===== src/rtl/instruction_fetch_unit_if.sv =====
// Purpose: groups the fetch unit's PC, instruction-memory and decode-side
//          handshake signals into one bundle.
// Ports (modports):
//   master - the fetch unit: drives fetch_stall, imem_req_*, if_valid/if_instr/if_pc
//   slave  - the surroundings (PC, memory, decode): drive pc_value, flush,
//            imem_req_ready, imem_resp_*, if_ready
interface instruction_fetch_unit_if;
  logic [31:0] pc_value;
  logic        flush;
  logic        fetch_stall;
  logic        imem_req_valid;
  logic [31:0] imem_req_addr;
  logic        imem_req_ready;
  logic        imem_resp_valid;
  logic [31:0] imem_resp_data;
  logic        if_valid;
  logic [31:0] if_instr;
  logic [31:0] if_pc;
  logic        if_ready;

  modport master (
    input  pc_value, flush, imem_req_ready, imem_resp_valid, imem_resp_data, if_ready,
    output fetch_stall, imem_req_valid, imem_req_addr, if_valid, if_instr, if_pc
  );

  modport slave (
    output pc_value, flush, imem_req_ready, imem_resp_valid, imem_resp_data, if_ready,
    input  fetch_stall, imem_req_valid, imem_req_addr, if_valid, if_instr, if_pc
  );
endinterface


===== src/rtl/instruction_fetch_unit.sv =====
// Purpose: issues in-order word fetches at the current PC, pairs each returned
//          word with its PC in a small buffer and hands it to decode over a
//          valid/ready handshake. A flush discards buffered and in-flight
//          fetches; responses still in flight are counted and dropped.
// Ports:
//   clock - rising-edge clock
//   reset - synchronous, active-low
//   bus   - instruction_fetch_unit_if.master (PC, imem request/response, decode)
//
// state | meaning
// RUN   | no stale responses outstanding
// DRAIN | drop_q > 0; stale responses are being discarded, new fetches still issue
module instruction_fetch_unit #(
  parameter int FIFO_DEPTH = 2
) (
  input  logic                      clock,
  input  logic                      reset,
  instruction_fetch_unit_if.master  bus
);
  localparam int AW = $clog2(FIFO_DEPTH);
  localparam int CW = AW + 1;

  typedef enum logic {RUN = 1'b0, DRAIN = 1'b1} state_t;

  state_t          state_q, state_d;
  logic [CW-1:0]   outstanding_q, outstanding_d;
  logic [CW-1:0]   drop_q, drop_d;
  logic [CW-1:0]   fifo_cnt_q, fifo_cnt_d;
  logic [AW-1:0]   fifo_wr_q, fifo_wr_d, fifo_rd_q, fifo_rd_d;
  logic [AW-1:0]   pend_wr_q, pend_wr_d, pend_rd_q, pend_rd_d;
  logic [31:0]     fifo_instr_q [FIFO_DEPTH];
  logic [31:0]     fifo_instr_d [FIFO_DEPTH];
  logic [31:0]     fifo_pc_q    [FIFO_DEPTH];
  logic [31:0]     fifo_pc_d    [FIFO_DEPTH];
  logic [31:0]     pend_pc_q    [FIFO_DEPTH];
  logic [31:0]     pend_pc_d    [FIFO_DEPTH];

  logic [CW:0] credit_used;
  logic        req_valid, accept, pop, resp_drop, resp_keep, resp_any;

  // Buffered plus outstanding fetches never exceed the buffer size, so a
  // returning word always has a slot.
  assign credit_used = {1'b0, outstanding_q} + {1'b0, fifo_cnt_q};
  assign req_valid   = reset && !bus.flush && (credit_used < (CW+1)'(FIFO_DEPTH));
  assign accept      = req_valid && bus.imem_req_ready;
  assign pop         = (fifo_cnt_q != '0) && bus.if_ready;
  assign resp_drop   = bus.imem_resp_valid && (drop_q != '0);
  // A response with nothing in flight (e.g. a late one from before a reset) is ignored.
  assign resp_keep   = bus.imem_resp_valid && (drop_q == '0) && (outstanding_q != '0);
  assign resp_any    = resp_drop || resp_keep;

  always_comb begin
    state_d       = state_q;
    outstanding_d = outstanding_q;
    drop_d        = drop_q;
    fifo_cnt_d    = fifo_cnt_q;
    fifo_wr_d     = fifo_wr_q;
    fifo_rd_d     = fifo_rd_q;
    pend_wr_d     = pend_wr_q;
    pend_rd_d     = pend_rd_q;
    fifo_instr_d  = fifo_instr_q;
    fifo_pc_d     = fifo_pc_q;
    pend_pc_d     = pend_pc_q;

    if (bus.flush) begin
      // Everything still in flight becomes stale; a response arriving in the
      // flush cycle itself retires one of them.
      fifo_cnt_d    = '0;
      fifo_wr_d     = '0;
      fifo_rd_d     = '0;
      pend_wr_d     = '0;
      pend_rd_d     = '0;
      outstanding_d = '0;
      drop_d        = drop_q + outstanding_q - CW'(resp_any);
    end else begin
      if (accept) begin
        pend_pc_d[pend_wr_q] = bus.pc_value;
        pend_wr_d            = pend_wr_q + AW'(1);
      end
      if (resp_keep) begin
        fifo_instr_d[fifo_wr_q] = bus.imem_resp_data;
        fifo_pc_d[fifo_wr_q]    = pend_pc_q[pend_rd_q];
        fifo_wr_d               = fifo_wr_q + AW'(1);
        pend_rd_d               = pend_rd_q + AW'(1);
      end
      if (pop) begin
        fifo_rd_d = fifo_rd_q + AW'(1);
      end
      fifo_cnt_d    = fifo_cnt_q + CW'(resp_keep) - CW'(pop);
      outstanding_d = outstanding_q + CW'(accept) - CW'(resp_keep);
      drop_d        = drop_q - CW'(resp_drop);
    end

    state_d = (drop_d != '0) ? DRAIN : RUN;
  end

  always_ff @(posedge clock) begin
    if (!reset) begin
      state_q       <= RUN;
      outstanding_q <= '0;
      drop_q        <= '0;
      fifo_cnt_q    <= '0;
      fifo_wr_q     <= '0;
      fifo_rd_q     <= '0;
      pend_wr_q     <= '0;
      pend_rd_q     <= '0;
      fifo_instr_q  <= '{default: '0};
      fifo_pc_q     <= '{default: '0};
      pend_pc_q     <= '{default: '0};
    end else begin
      state_q       <= state_d;
      outstanding_q <= outstanding_d;
      drop_q        <= drop_d;
      fifo_cnt_q    <= fifo_cnt_d;
      fifo_wr_q     <= fifo_wr_d;
      fifo_rd_q     <= fifo_rd_d;
      pend_wr_q     <= pend_wr_d;
      pend_rd_q     <= pend_rd_d;
      fifo_instr_q  <= fifo_instr_d;
      fifo_pc_q     <= fifo_pc_d;
      pend_pc_q     <= pend_pc_d;
    end
  end

  assign bus.fetch_stall    = !(accept || bus.flush);
  assign bus.imem_req_valid = req_valid;
  assign bus.imem_req_addr  = bus.pc_value;
  assign bus.if_valid       = (fifo_cnt_q != '0);
  assign bus.if_instr       = fifo_instr_q[fifo_rd_q];
  assign bus.if_pc          = fifo_pc_q[fifo_rd_q];

  // A response must belong either to a live fetch or to a stale one.
  a_resp_expected: assert property (@(posedge clock) disable iff (!reset)
    bus.imem_resp_valid |-> (outstanding_q != '0 || drop_q != '0));

  // Back-to-back flushes must not push the stale count past its range.
  a_drop_range: assert property (@(posedge clock) disable iff (!reset)
    bus.flush |-> (({1'b0, drop_q} + {1'b0, outstanding_q}) < (CW+1)'(2**CW)));
endmodule

===== src/flat_wrapper.sv =====
// flat-port wrapper written by rule: the top's interface ports become plain ports
module instruction_fetch_unit_flat 
#(
  parameter int FIFO_DEPTH = 2
)
  (clock, reset, bus_pc_value, bus_flush, bus_imem_req_ready, bus_imem_resp_valid, bus_imem_resp_data, bus_if_ready, bus_fetch_stall, bus_imem_req_valid, bus_imem_req_addr, bus_if_valid, bus_if_instr, bus_if_pc);
  instruction_fetch_unit_if bus_i ();
  input  logic clock;
  input  logic reset;
  input wire logic [$bits(bus_i.pc_value)-1:0] bus_pc_value;
  input wire logic [$bits(bus_i.flush)-1:0] bus_flush;
  input wire logic [$bits(bus_i.imem_req_ready)-1:0] bus_imem_req_ready;
  input wire logic [$bits(bus_i.imem_resp_valid)-1:0] bus_imem_resp_valid;
  input wire logic [$bits(bus_i.imem_resp_data)-1:0] bus_imem_resp_data;
  input wire logic [$bits(bus_i.if_ready)-1:0] bus_if_ready;
  output wire logic [$bits(bus_i.fetch_stall)-1:0] bus_fetch_stall;
  output wire logic [$bits(bus_i.imem_req_valid)-1:0] bus_imem_req_valid;
  output wire logic [$bits(bus_i.imem_req_addr)-1:0] bus_imem_req_addr;
  output wire logic [$bits(bus_i.if_valid)-1:0] bus_if_valid;
  output wire logic [$bits(bus_i.if_instr)-1:0] bus_if_instr;
  output wire logic [$bits(bus_i.if_pc)-1:0] bus_if_pc;
  assign bus_i.pc_value = bus_pc_value;
  assign bus_i.flush = bus_flush;
  assign bus_i.imem_req_ready = bus_imem_req_ready;
  assign bus_i.imem_resp_valid = bus_imem_resp_valid;
  assign bus_i.imem_resp_data = bus_imem_resp_data;
  assign bus_i.if_ready = bus_if_ready;
  assign bus_fetch_stall = bus_i.fetch_stall;
  assign bus_imem_req_valid = bus_i.imem_req_valid;
  assign bus_imem_req_addr = bus_i.imem_req_addr;
  assign bus_if_valid = bus_i.if_valid;
  assign bus_if_instr = bus_i.if_instr;
  assign bus_if_pc = bus_i.if_pc;
  instruction_fetch_unit #(.FIFO_DEPTH(FIFO_DEPTH)) u_core (.clock(clock), .reset(reset), .bus(bus_i));
endmodule

===== config.mk =====
export PLATFORM = sky130hd
export DESIGN_NAME = instruction_fetch_unit_flat
export DESIGN_NICKNAME = d
export VERILOG_FILES = /design/src/rtl/instruction_fetch_unit_if.sv /design/src/rtl/instruction_fetch_unit.sv /design/src/flat_wrapper.sv
export SDC_FILE = /design/constraint.sdc
export NUM_CORES = 1
export LEC_CHECK = 0
export ABC_AREA = 1
export BUFFER_PORTS_ARGS = -buffer_cell sky130_fd_sc_hd__clkbuf_2
export CORE_ASPECT_RATIO = 0.75
export CORE_MARGIN = 2
export CORE_UTILIZATION = 30
export CTS_CLUSTER_DIAMETER = 120
export DETAILED_ROUTE_END_ITERATION = 12
export PLACE_DENSITY = 0.59
export SYNTH_ARGS = -nofsm -noshare
export SYNTH_HDL_FRONTEND = slang
export SYNTH_SLANG_ARGS = --single-unit

===== constraint.sdc =====
create_clock -name clock -period 4.2 [get_ports clock]
set_input_delay 0.42 -clock clock [delete_from_list [all_inputs] [get_ports clock]]
set_output_delay 0.42 -clock clock [all_outputs]
set_load 0.005 [all_outputs]

==> results.sh, run 1 <==
export IMPL_final_seq_area_um2=4040
export IMPL_power_leakage_uw=0.00486
export IMPL_n_antenna_cell=0
export IMPL_vias=8513
export IMPL_cts_tree="yes"
export IMPL_criticalPathCategory="flop to output pin"
export IMPL_cts_buffers=22
export IMPL_tns_ps=0
export IMPL_start_kind="flop"
export IMPL_h_tree_depth=1
export IMPL_min_path_cells=3
export IMPL_max_slew_margin_pct=37.4
export IMPL_grt_pass1_wl_um=39100
export IMPL_synth_most_common_cell="nand2_1"
export IMPL_synth_top_area_cell="dfxtp_1"
export IMPL_hp_class="primary input to flop"
export IMPL_ir_worst_vdd_uv=206
export IMPL_root_buffer="clkbuf_16"
export IMPL_drc=0
export IMPL_final_core_util_pct=35.1
export IMPL_die_area_um2=33100
export IMPL_synth_top_family_by_area="simple AND/OR/NAND/NOR gates"
export IMPL_synthAdderAreaFrac_pct=1.14
export IMPL_grt_overflow=0
export IMPL_fill_cells=3389
export IMPL_ys_flop_type="dfxtp_1"
export IMPL_wire_per_inst_um=12.3
export IMPL_finalCritPeriodShare_pct=73.5
export IMPL_grt_use_total_pct=14.4
export IMPL_skew_ps=8.67
export IMPL_post_cts_setup_buffers=0
export IMPL_p_sw_share_pct=23.4
export IMPL_synth_simple_gate_area_share_pct=32.4
export IMPL_ctsResizeCount=0
export IMPL_portBuffers=168
export IMPL_power_switching_uw=934
export IMPL_synthDistinctLibCells=29
export IMPL_drt_iter0_drc=449
export IMPL_drive_gt1_share_pct=14.7
export IMPL_hpwlAfterDp_um=15600
export IMPL_hold_slack_ps=154
export IMPL_max_clock_path_buffers=3
export IMPL_drv_cap=0
export IMPL_p_clk_share_pct=44.6
export IMPL_area_delta_synth_final_pct=15.4
export IMPL_synth_mux_area_share_pct=0
export IMPL_yosys_area_top_type_share_pct=42.7
export IMPL_core_area_um2=31200
export IMPL_drt_wl_total_um=24100
export IMPL_grt_max_degree=83
export IMPL_setup_viol_count_final=0
export IMPL_vias_per_cell=4.35
export IMPL_avgSynthCellArea_um2=6.49
export IMPL_grt_pass1_vias=7867
export IMPL_io_pins=169
export IMPL_intPower_uw=3050
export IMPL_outcome="completed"
export IMPL_synthTopCellsByCount="nand2_1 (487), nor2_1 (230), dfxtp_1 (202)"
export IMPL_dieHeight_um=158
export IMPL_multiInputGateArea_um2=4110
export IMPL_power_density_nw_per_um2=364
export IMPL_maxSlewViolCount=0
export IMPL_dieWidth_um=209
export IMPL_crit_required_ps=3780
export IMPL_async_flop_share_pct=0
export IMPL_synth_area_um2=9480
export IMPL_pwr_share_seq_pct=49.1
export IMPL_ys_seq_elements=202
export IMPL_yosys_warnings=0
export IMPL_synth_edf_count=0
export IMPL_cp_data_arrival_time_ps=2670
export IMPL_tightestPinTransition_ps=933
export IMPL_synth_compound_gate_area_share_pct=9.21
export IMPL_clk_latency_ps=500
export IMPL_syn_instance_count=1460
export IMPL_syn_num_nets=1538
export IMPL_holdBufCountCts=0
export IMPL_clkTransAtPathRegs_ps=60
export IMPL_rrSetupSlack_ps=1660
export IMPL_drtAntennaViolNets=0
export IMPL_fin_crit_ps=3090
export IMPL_reg2reg_depth=7
export IMPL_layout_nets=1623
export IMPL_start_util_pct=30.4
export IMPL_synth_xor_area_share_pct=0.554
export IMPL_cp_max_fo=73
export IMPL_drtPass1Iterations=5
export IMPL_fmaxAchievable_ghz=0.324
export IMPL_rsz0062_at_grt="no"
export IMPL_grt_antenna_before_repair=0
export IMPL_cts_num_sinks=202
export IMPL_comb_power_share_pct=6.4
export IMPL_ys_seq_area_share_pct=42.7
export IMPL_end_kind="output pin"
export IMPL_hold_viol_final=0
export IMPL_gp_congestion=0.778
export IMPL_ys_top_cells_by_area="dfxtp_1 (43%), nand2_1 (19%), nor2_1 (9.1%), inv_1 (7.1%), o21ai_0 (5.1%)"
export IMPL_rows=56
power by group through the flow:
stage	logic, µW	clock network [µW]	registers (µW)
finish	255	1770	1950
global route	291	1920	1950
CTS	260	1830	1950
detailed placement	259	0	2000
global placement	257	0	2000
floorplan	171	0	1990
path summary, 6_finish.rpt:
| kind | to | start |
|---|---|---|
| worst min register to register | u_core.pend_pc_q[11] | u_core.pend_pc_q[11] |
| worst max register to register | u_core.pend_pc_q[7] | u_core.outstanding_q[1] |
| worst min-delay path | u_core.fifo_instr_q[7] | bus_imem_resp_data[7] |
| worst max-delay path | bus_if_instr[23] | u_core.fifo_rd_q |
per-stage QoR:
step                      power, µW  worst slack, ps  area, µm²  cells
after global placement         2250             1570      10300   1927
after global routing           4160              865      10900   1959
after floorplan                2160             2220       9480   1460
after CTS                      4050             1030      10900   1959
after detailed placement       2260             1580      10300   1927
final                          3980             1110      10900   1959
sequential cells by signal, indices dropped and copies added (netlist names):
name and cells:
u_core.fifo_instr_q 64, u_core.fifo_pc_q 64, u_core.pend_pc_q 64, u_core.drop_q 2, u_core.fifo_cnt_q 2, u_core.outstanding_q 2
u_core.fifo_rd_q 1, u_core.fifo_wr_q 1, u_core.pend_rd_q 1, u_core.pend_wr_q 1
kinds of logic after synthesis:
group           after synthesis
compound gates              174
xor+xnor                      6
fa+ha+maj                     8
buf+inv                     303
flops                       202
simple gates                767
critical path: stages (launching register included):
cell and delay (ps):
dfxtp_1 360, clkinv_2 680, buf_4 590, o21ai_0 310, clkbuf_2 170
area by class of cell:
class | instances | area share, %
Clock buffer | 29 | 5.65
Clock inverter | 3 | 0.137
Inverter | 184 | 6.32
Multi-Input combinational cell | 955 | 37.5
Sequential cell | 202 | 37.0
Tap cell | 406 | 4.64
Timing Repair Buffer | 180 | 8.76
layer usage:
layer | routed length (µm) | share of wire, % | track usage, %
met1 | 11700 | 48 | 19.4
met3 | 1030 | 4.3 | 2.28
met2 | 11000 | 46 | 24.5
met4 | 428 | 1.8 | 2.96
met5 | 0 | 0 | 0
cells in the final DEF, fill, tap and decap left out, types with 7 or more instances in the layout:
cell and count:
buf_4 11, nand2_1 487, o21ai_0 97, nand4_1 32, nor2_1 230, dfxtp_1 202, ha_1 7, inv_1 178
clkbuf_2 167, a21oi_1 72, clkbuf_16 23
Note: power is estimated with default switching activity, not from simulation.
==> run 2, diff against run 1 <==
Clock period 4.2 ns to 3.1 ns, I/O delays scaled along.
==> run 2 against run 1 <==
Net effect: worst setup slack got worse by 640 ps; via count increased by 0.92%; largest cell class unchanged; count of clock-buffer cells in the layout increased by 4; critical path type unchanged; clock power increased by 51%.
==> results.sh, run 2 (same netlist as run 1, synthesis figures left out) <==
export IMPL_setup_slack_ps=472
export IMPL_grt_max_degree=66
export IMPL_area_delta_synth_final_pct=16.8
export IMPL_end_kind="output pin"
export IMPL_layoutNonFillerInstCount=1971
export IMPL_maxSlewViolCount=0
export IMPL_dieWidth_um=209
export IMPL_cp_max_fo=49
export IMPL_max_clock_path_buffers=3
export IMPL_fmaxAchievable_ghz=0.380
export IMPL_core_area_um2=31200
export IMPL_cts_num_sinks=202
export IMPL_dieHeight_um=158
export IMPL_start_util_pct=30.4
export IMPL_hpwlAfterDp_um=16200
export IMPL_pre_cts_slack_ps=845
export IMPL_final_cell_mix="nand2_1 (487), nor2_1 (230), dfxtp_1 (202)"
export IMPL_start_kind="flop"
export IMPL_setup_viol_count_final=0
export IMPL_cts_buffers=23
export IMPL_reg_largest_list="u_core.fifo_instr_q (64), u_core.fifo_pc_q (64), u_core.pend_pc_q (64)"
export IMPL_post_cts_setup_buffers=0
export IMPL_drc=0
export IMPL_grt_pass1_wl_um=40400
export IMPL_portBuffers=168
export IMPL_grt_antenna_before_repair=0
export IMPL_clk_latency_ps=520
export IMPL_drive_gt1_share_pct=15.3
export IMPL_cpPeakStageDelay_ps=530
export IMPL_drt_wl_total_um=25200
export IMPL_drtAntennaViolNets=0
export IMPL_crit_required_ps=2790
export IMPL_skew_ps=8.22
export IMPL_vias_per_cell=4.36
export IMPL_wire_per_inst_um=12.8
export IMPL_io_pins=169
export IMPL_gp_congestion=0.754
export IMPL_n_antenna_cell=0
export IMPL_layout_nets=1628
export IMPL_holdBufCountCts=1
export IMPL_cp_data_arrival_time_ps=2320
export IMPL_rows=56
export IMPL_root_buffer="clkbuf_16"
export IMPL_grt_pass1_vias=7866
export IMPL_drtPass1Iterations=5
export IMPL_fill_cells=3466
export IMPL_vias=8591
export IMPL_die_area_um2=33100
export IMPL_tns_ps=0
export IMPL_drt_iter0_drc=526
export IMPL_final_common_cell="nand2_1"
export IMPL_ir_worst_vdd_uv=348
export IMPL_postPlaceCellArea_um2=10300
export IMPL_finalInstanceArea_um2=11100
export IMPL_cts_tree="yes"
export IMPL_path_cells="clkinv_2 -> buf_4 -> o21ai_0 -> clkbuf_2"
export IMPL_power_density_nw_per_um2=513
export IMPL_finalCritPeriodShare_pct=84.8
export IMPL_dp_cells=1930
export IMPL_hold_viol_final=0
export IMPL_criticalPathCategory="flop to output pin"
export IMPL_fin_crit_ps=2630
export IMPL_min_path_cells=3
export IMPL_hp_class="primary input to flop"
export IMPL_power_leakage_uw=0.00494
export IMPL_max_slew_margin_pct=25.4
export IMPL_reg2reg_depth=6
export IMPL_clkTransAtPathRegs_ps=60
export IMPL_tightestPinTransition_ps=1110
export IMPL_ctsResizeCount=0
export IMPL_slowest_stage="clkinv_2"
export IMPL_h_tree_depth=1
export IMPL_outcome="completed"
export IMPL_drv_cap=0
export IMPL_grt_overflow=0
export IMPL_rsz0062_at_grt="no"
export IMPL_grt_use_total_pct=15.1
run 2: changes by cell type in the layout (fill, tap and decap cells not counted):
cell / before / now
clkbuf_8: 2 / 6
buf_4: 11 / 14
clkinv_2: 4 / 7
dlygate4sd3_1: 0 / 1
bufinv_16: 0 / 1
run 2: final timing paths:
path                                 from                      end  slack, ps
setup / recovery         u_core.fifo_rd_q         bus_if_instr[28]        470
hold / removal     bus_imem_resp_data[12]  u_core.fifo_instr_q[12]         30
setup reg to reg  u_core.outstanding_q[1]     u_core.pend_pc_q[35]        850
hold reg to reg       u_core.pend_pc_q[3]      u_core.pend_pc_q[3]        460
run 2: per-layer routing:
layer / up-vias / share of wire (%) / wire, µm / global-route usage, %
li1: 4554 / - / - / -
met1: 3826 / 48 / 12000 / 20.0
met2: 179 / 46 / 11500 / 25.5
met3: 32 / 4.9 / 1220 / 2.90
met4: 0 / 1.8 / 461 / 3.30
met5: - / 0 / 0 / 0
run 2: cell type report:
| class | instances | area, µm² | area share (%) |
|---|---|---|---|
| multi-input cells | 955 | 4110 | 37.1 |
| flip-flops and latches | 202 | 4040 | 36.5 |
| repair buffers | 184 | 991 | 8.95 |
| inverters | 184 | 692 | 6.25 |
| clock buffers | 33 | 673 | 6.08 |
| well taps | 406 | 508 | 4.59 |
| clock inverters | 7 | 60.1 | 0.542 |
run 2: critical path, delay by kind of cell, from the launching register on:
family	cells	cell delay, ps
AO/OA/AOI/OAI	1	240
buffers and inverters	3	1140
flip-flops	1	370
run 2: where the power goes:
| part | internal [µW] | leakage, µW | switching [µW] |
|---|---|---|---|
| Sequential | 2630 | 0.00163 | 20.4 |
| Clock | 1580 | 0.000369 | 1100 |
| Combinational | 127 | 0.00294 | 225 |
run 2: through the flow:
stage	total power, µW	utilization, %	hold slack, ps
3_3_place_gp	3060	33.1	452
3_5_place_dp	3060	33.1	455
2_1_floorplan	2930	-	422
5_1_grt	5940	35.5	25.4
6_report	5680	35.5	27.4
4_1_cts	5780	35.5	4.79
==> run 3, diff against run 2 <==
Settings changed: PLACE_DENSITY 0.59 to 0.61.
Clock period 3.1 ns to 2.4 ns, I/O delays scaled along.
==> run 3 against run 2 <==
Net effect: sequential cell count did not move; design area rose by 6.5%; hold slack lost 0.79 ps; routed wire length grew 2.2%; clock power up 34%; count of clock-buffer cells in the layout is 4 lower; sequential power rose by 29%.
==> results.sh, run 3 (same netlist as run 1, synthesis figures left out) <==
export IMPL_die_area_um2=33100
export IMPL_grt_pass1_wl_um=41900
export IMPL_portBuffers=168
export IMPL_hold_viol_final=0
export IMPL_comb_power_share_pct=7.1
export IMPL_io_pins=169
export IMPL_cp_max_fo=4
export IMPL_fin_crit_ps=2270
export IMPL_clkTransAtPathRegs_ps=60
export IMPL_grt_overflow=0
export IMPL_finalCritPeriodShare_pct=94.6
export IMPL_start_util_pct=30.4
export IMPL_p_sw_share_pct=24.1
export IMPL_ir_worst_vdd_uv=393
export IMPL_core_area_um2=31200
export IMPL_hpwlAfterDp_um=15800
export IMPL_post_cts_setup_buffers=0
export IMPL_max_clock_path_buffers=3
export IMPL_grt_use_total_pct=15.6
export IMPL_outcome="completed"
export IMPL_n_antenna_cell=0
export IMPL_max_slew_margin_pct=25.1
export IMPL_drt_wl_total_um=25700
export IMPL_wire_per_inst_um=12.6
export IMPL_dieHeight_um=158
export IMPL_drc=0
export IMPL_root_buffer="clkbuf_16"
export IMPL_drt_iter0_drc=384
export IMPL_intPower_uw=5730
export IMPL_setup_slack_ps=130
export IMPL_power_leakage_uw=0.00523
export IMPL_start_kind="flop"
export IMPL_rsz0062_at_grt="no"
export IMPL_final_common_cell="nand2_1"
export IMPL_setup_viol_count_final=0
export IMPL_end_kind="output pin"
export IMPL_dp_cells=1933
export IMPL_cts_buffers=23
export IMPL_pre_cts_slack_ps=294
export IMPL_skew_ps=9.08
export IMPL_h_tree_depth=1
export IMPL_crit_required_ps=2160
export IMPL_clk_latency_ps=520
export IMPL_reg_largest_list="u_core.fifo_instr_q (64), u_core.fifo_pc_q (64), u_core.pend_pc_q (64)"
export IMPL_grt_max_degree=131
export IMPL_cts_num_sinks=202
export IMPL_area_delta_synth_final_pct=24.4
export IMPL_fmaxAchievable_ghz=0.441
export IMPL_tightestPinTransition_ps=1120
export IMPL_vias_per_cell=4.36
export IMPL_drtAntennaViolNets=0
export IMPL_p_clk_share_pct=47.6
export IMPL_grt_antenna_before_repair=0
export IMPL_cp_data_arrival_time_ps=2030
export IMPL_grt_pass1_vias=8317
export IMPL_tns_ps=0
export IMPL_drv_cap=0
export IMPL_hp_class="primary input to flop"
export IMPL_power_density_nw_per_um2=640
export IMPL_drive_gt1_share_pct=15.3
export IMPL_dieWidth_um=209
export IMPL_gp_congestion=0.760
export IMPL_hold_slack_ps=26.6
export IMPL_final_cell_mix="nand2_1 (487), nor2_1 (228), dfxtp_1 (201)"
export IMPL_power_switching_uw=1820
export IMPL_layout_nets=1692
export IMPL_rows=56
export IMPL_pwr_share_seq_pct=45.3
export IMPL_layoutNonFillerInstCount=2036
export IMPL_vias=8882
export IMPL_criticalPathCategory="flop to output pin"
export IMPL_drtPass1Iterations=4
export IMPL_maxSlewViolCount=0
export IMPL_cts_tree="yes"
## run 3: changes by cell type in the layout (fill, tap and decap cells not counted), moves of 2 or more
cell           delta
nor2_1            -2
clkinvlp_4        +2
clkbuf_1          -2
buf_12            +4
clkbuf_8          -2
dlygate4sd3_1    +61
## run 3: area by class of cell
cell class,count,area [µm²]
Clock inverter,12,121
Fill cell,3345,19400
Timing Repair Buffer,248,1670
Multi-Input combinational cell,955,4120
Inverter,184,692
Tap cell,406,508
Sequential cell,202,4050
Clock buffer,29,638
## run 3: power by group through the flow
| stage | Combinational (µW) | Sequential (µW) | Clock (µW) |
|---|---|---|---|
| global placement | 462 | 3490 | 0 |
| detailed placement | 466 | 3490 | 0 |
| finish | 540 | 3420 | 3590 |
| CTS | 547 | 3420 | 3720 |
| global route | 610 | 3420 | 3810 |
| floorplan | 300 | 3490 | 0 |
## run 3: per-layer routing
metal  part of all wire [%]  up-vias  GRT usage (%)
li1                       -     4686              -
met1                     47     4019           19.9
met2                     46      147           27.5
met3                    5.1       30           3.21
met4                    1.5        0           2.82
met5                      0        -              0
## run 3: worst max-delay path, cell delays in order (launching register included)
cell and delay [ps]:
dfxtp_1 380, nand2_1 60, inv_1 70, fa_2 460, nor2_4 160, nand3_1 130
inv_2 90, nor2_2 50, clkbuf_2 120
## run 3: through the flow
step                      util, %  instance area (µm²)  power (µW)
after global routing         37.8                11800        7840
after global placement       33.4                10400        3950
final                        37.8                11800        7550
after floorplan                 -                 9480        3790
after CTS                    37.8                11800        7680
after detailed placement     33.4                10400        3960
## run 3: final timing paths
check	depth (start not counted)	start	endpoint	slack, ps
max	8	u_core.fifo_cnt_q[0]	bus_fetch_stall	130
min reg2reg	2	u_core.pend_pc_q[9]	u_core.pend_pc_q[9]	460
max reg2reg	10	u_core.fifo_cnt_q[0]	u_core.outstanding_q[1]	360
min	3	bus_pc_value[30]	u_core.pend_pc_q[30]	30
## run 3: repair_timing
action                                  CTS  global route
resized for setup                         1             5
hold buffers                             62             0
pin swaps                                 0             2
endpoints found under the hold margin   122             0
cloned                                    0             0
endpoints found under the setup margin    1             1
